`config.mk`:
```
export PLATFORM = sky130hd
export DESIGN_NAME = muldiv_ctrl
export DESIGN_NICKNAME = d
export VERILOG_FILES = /design/src/rtl/muldiv_ctrl.sv
export SDC_FILE = /design/constraint.sdc
export NUM_CORES = 1
export LEC_CHECK = 0
export CORE_AREA = 2 2 39 41
export CTS_BUF_LIST = sky130_fd_sc_hd__clkbuf_8
export CTS_CLUSTER_DIAMETER = 30
export CTS_CLUSTER_SIZE = 8
export DETAILED_ROUTE_END_ITERATION = 12
export DIE_AREA = 0 0 41 43
export DONT_BUFFER_PORTS = 1
export PLACE_DENSITY = 0.61
export SYNTH_ARGS = -nofsm -noshare
export SYNTH_HDL_FRONTEND = slang
export SYNTH_SLANG_ARGS = --single-unit
```
`constraint.sdc`:
```
create_clock -name clk -period 4.45 [get_ports clk]
set_input_delay 1.1125 -clock clk [delete_from_list [all_inputs] [get_ports clk]]
set_output_delay 1.1125 -clock clk [all_outputs]
set_load 0.02 [all_outputs]
```
`src/rtl/muldiv_ctrl.sv`:
```
`default_nettype none
// ============================================================================
//  Module   : muldiv_ctrl
//  Purpose  : EXE-stage sequencer for the shared multiply/divide datapath:
//             start/cancel strobes, pipeline stall request, HI/LO write.
//  Revision : 1.0  initial release
// ============================================================================
module muldiv_ctrl #(
    parameter int MUL_LAT = 4,
    parameter int DIV_LAT = 33
) (
    input  logic       clk,
    input  logic       rst_n,
    input  logic       op_validE,
    input  logic [1:0] op_typeE,
    input  logic       divisor_zeroE,
    input  logic       flushE,
    output logic       md_start,
    output logic [1:0] md_op,
    output logic       md_cancel,
    output logic       stall_req,
    output logic       hilo_we,
    output logic       dbz,
    output logic       busy
);

    if (MUL_LAT < 2 || MUL_LAT > 63) begin : g_bad_mul_lat
        $error("muldiv_ctrl: MUL_LAT must lie in 2..63");
    end
    if (DIV_LAT < 2 || DIV_LAT > 63) begin : g_bad_div_lat
        $error("muldiv_ctrl: DIV_LAT must lie in 2..63");
    end

    typedef enum logic [1:0] {
        S_IDLE = 2'd0,
        S_RUN  = 2'd1,
        S_DONE = 2'd2
    } state_t;

    // The accept cycle is the first stall cycle, so RUN lasts LAT-1 cycles.
    localparam logic [5:0] C_MUL_LOAD = 6'(MUL_LAT - 2);
    localparam logic [5:0] C_DIV_LOAD = 6'(DIV_LAT - 2);

    state_t     state_q, state_d;
    logic [5:0] count_q, count_d;
    logic [1:0] md_op_q, md_op_d;

    logic w_is_div;
    logic w_div_by_zero;
    logic w_accept;
    logic w_start;
    logic w_cancel;
    logic w_stall;
    logic w_hilo;
    logic w_dbz;

    always_ff @(posedge clk or negedge rst_n) begin
        if (!rst_n) begin
            state_q <= S_IDLE;
            count_q <= 6'd0;
            md_op_q <= 2'b00;
        end else begin
            state_q <= state_d;
            count_q <= count_d;
            md_op_q <= md_op_d;
        end
    end

    always_comb begin
        w_is_div      = op_typeE[1];
        w_div_by_zero = w_is_div && divisor_zeroE;
        w_accept      = (state_q == S_IDLE) && op_validE && !flushE && !w_div_by_zero;

        state_d  = state_q;
        count_d  = count_q;
        md_op_d  = md_op_q;
        w_start  = 1'b0;
        w_cancel = 1'b0;
        w_stall  = 1'b0;
        w_hilo   = 1'b0;
        w_dbz    = 1'b0;

        case (state_q)
            S_IDLE: begin
                w_dbz = op_validE && !flushE && w_div_by_zero;
                if (w_accept) begin
                    w_start = 1'b1;
                    w_stall = 1'b1;
                    md_op_d = op_typeE;
                    count_d = w_is_div ? C_DIV_LOAD : C_MUL_LOAD;
                    state_d = S_RUN;
                end
            end
            S_RUN: begin
                if (flushE) begin
                    w_cancel = 1'b1;
                    count_d  = 6'd0;
                    state_d  = S_IDLE;
                end else begin
                    w_stall = 1'b1;
                    if (count_q == 6'd0) begin
                        state_d = S_DONE;
                    end else begin
                        count_d = count_q - 6'd1;
                    end
                end
            end
            // The finished instruction still sits in EXE here, so op_validE is ignored.
            S_DONE: begin
                w_hilo  = !flushE;
                state_d = S_IDLE;
            end
            default: begin
                state_d = S_IDLE;
                count_d = 6'd0;
            end
        endcase
    end

    // Strobes are gated by rst_n so they drop the instant reset asserts.
    assign md_start  = rst_n & w_start;
    assign md_cancel = rst_n & w_cancel;
    assign stall_req = rst_n & w_stall;
    assign hilo_we   = rst_n & w_hilo;
    assign dbz       = rst_n & w_dbz;
    assign busy      = rst_n & (state_q != S_IDLE);
    assign md_op     = md_op_q;

endmodule
`default_nettype wire

```
==> results.toml <==
[outcome]
status = "complete, no violations"

[synth]
synthMuxAreaShare_pct = 1.80
avgSynthCellArea_sq_um = 9.46
syn_area_sq_um = 624
yosys_warnings = 0
synth.yosys.seq_area_share_pct = 40.1
syn-num-nets = 74
ys.flop_type = "dfrtp_1"
yosysMostFrequentCell = "dfrtp_1"
ys_seq_elements = 10
synth.top_cells.by_count = "10 x dfrtp_1, 8 x nand2_1, 6 x nor2_1"
synth_cell_types = 31
synth_edf_count = 0
synth_fa_ha_area_share_pct = 2.00
synthTopCellsByArea = "dfrtp_1 40%, nand2_1 4.8%, nor2_1 3.6%"
yosys.area.top_type = "dfrtp_1"
async_reset_ff_share_pct = 100
synth_top_family_by_area = "simple AND/OR/NAND/NOR gates"
synth-simple-area-share_pct = 26.5
synth_top_area_share_pct = 40.1
synth_xor_area_share_pct = 0
synth-compound-area-share_pct = 26.1
synth_cells = 66

[layout]
num_antenna_cells = 0
multi_input_area_sq_um = 352
layout.nets = 78
final_layout_size_suffix_gt1_share_pct = 10.1
fillers = 127
seq_area_sq_um = 250
area_growth_pct = 10.2

[floorplanning]
rows = 14
dieWidth_um = 41
initial_core_util_pct = 45.1
dieArea_sq_um = 1760
die_h_um = 43
core_sq_um = 1380
io_pins = 15

[global_routing]
grtUsageTotal_pct = 17.7
grt_pass1_wl_mm = 2.00
grt_max_degree = 16
grt_overflow = 0
grt_pass1_vias = 458
antenna_found_initial = 0

[routing]
top_layer = "met4"
wl_met1_um = 569
drc = 0
drtPass1Iterations = 4
viasPerCell = 6.14
wl_met2_um = 609
drt_iter0_drc = 11
vias = 522
post_drt_wl_per_cell_um = 15.6
wl_met3_um = 111
drt_wl_total_mm = 1.32
ant_nets = 0

[sta]
holdWs_ns = 0.489
period_share_pct = 76.1
max_freq_ghz = 0.295
fin_skew_ns = 0.000343
tns_ns = 0
slew_violations = 0
rsz0062_at_grt = "no"
fin_ws_ns = 1.06
slew_headroom_pct = 35.1
fin_crit_ns = 3.39
worst_pin_slew_ns = 0.960
setup_violations = 0
hold_violations = 0

[clock_tree]
post_cts_resized = 0
clkTransAtPathRegs_ns = 0.05
root_buffer = "clkbuf_8"
cts_tree = "yes"
cts_hold_buffers = 0
cts.htree.levels = 1
cts_max_path_buffers = 2
insertion_delay_ns = 0.24
cts-buffers-inserted = 3
cts.sinks = 10
cts_setup_buffers = 0

[setup_path]
worstSetupEndpointType = "output port"
critPathMaxFanout = 8
crit_type = "in2out"
r2r-start = "count_q[3]"
critPathArrivalTime_ns = 2.28
cp-start-kind = "primary input"
crit_buf_inv = 0
crit_start = "flushE"
crit_required_ns = 3.34
crit_family = "simple AND/OR/NAND/NOR gates"
slowest_stage = "or4b_4"
path_cells = "or4b_4 -> nand2b_1 -> a21oi_1"
slowest_delay_ns = 0.56

[min_path]
min_from = "count_q[5]"
hold_path.class = "reg2reg"

[power]
p_leak_nw = 0.289
ir_drop_mv = 0.321
power_density_nw_per_um2 = 575

[placement]
portBuffers = 0
gp_congestion = 0.836
dp_hpwl_um = 958
dp_slack_ns = 1.05

[run]
max_cap_violations = 0
## sequential cells by signal (all words and copies together), names as in the netlist
signal   count
count_q      6
md_op        2
state_q      2
## metrics by stage
step	util [%]	total power, mW	std cells	cell area (sq um)
2_1_floorplan	-	0.256	66	624
3_5_place_dp	45.8	0.279	81	633
6_report	49.7	0.396	85	688
5_1_grt	49.7	0.422	85	688
3_3_place_gp	45.8	0.280	81	633
4_1_cts	49.7	0.398	85	688
## report_power, final
part / switching (mW) / internal (mW) / total [mW]
Sequential: 0.0366 / 0.122 / 0.158
Combinational: 0.0693 / 0.0526 / 0.122
Clock: 0.0379 / 0.0780 / 0.116
Total: 0.144 / 0.252 / 0.396
## kinds of logic after synthesis
group | count (synthesis)
mux | 1
compound gates | 20
fa+ha+maj | 1
simple gates | 30
buf+inv | 4
flops | 10
## placed cells by master, fill, tap and decap left out, types with 2 or more instances in the layout
cell type / netlist / final
clkbuf_8: 0 / 4
nor2_1: 6 / 6
nor3_1: 2 / 2
dfrtp_1: 10 / 10
nand2_1: 8 / 8
or3_1: 3 / 3
and2_1: 2 / 2
a221o_1: 2 / 2
o22ai_1: 2 / 2
nand2b_1: 2 / 2
o2bb2ai_1: 2 / 2
o21ai_0: 4 / 4
inv_1: 3 / 3
o31ai_1: 2 / 2
## per-layer routing
layer  vias to the layer above  GRT usage, %
met3                         4          6.81
li1                        256             -
met2                        22          23.8
met5                         -             0
met4                         0          12.0
met1                       240          22.5
## cell type report
class,instances,share of cell area [%]
Multi-Input combinational cell,52,51.1
Sequential cell,10,36.4
Clock buffer,4,8.00
Tap cell,16,2.91
Inverter,3,1.64
## final timing paths
kind	slack, ns	cells after the start	end
worst max-delay path	1.06	3	stall_req
max in group asynchronous	3.82	0	count_q[0]
worst max register to register	2.51	4	count_q[0]
min in group asynchronous	0.57	0	md_op[1]
worst min-delay path	0.49	1	count_q[5]
worst min register to register	0.49	1	count_q[5]
No activity file was read; power rests on OpenSTA's default activity.
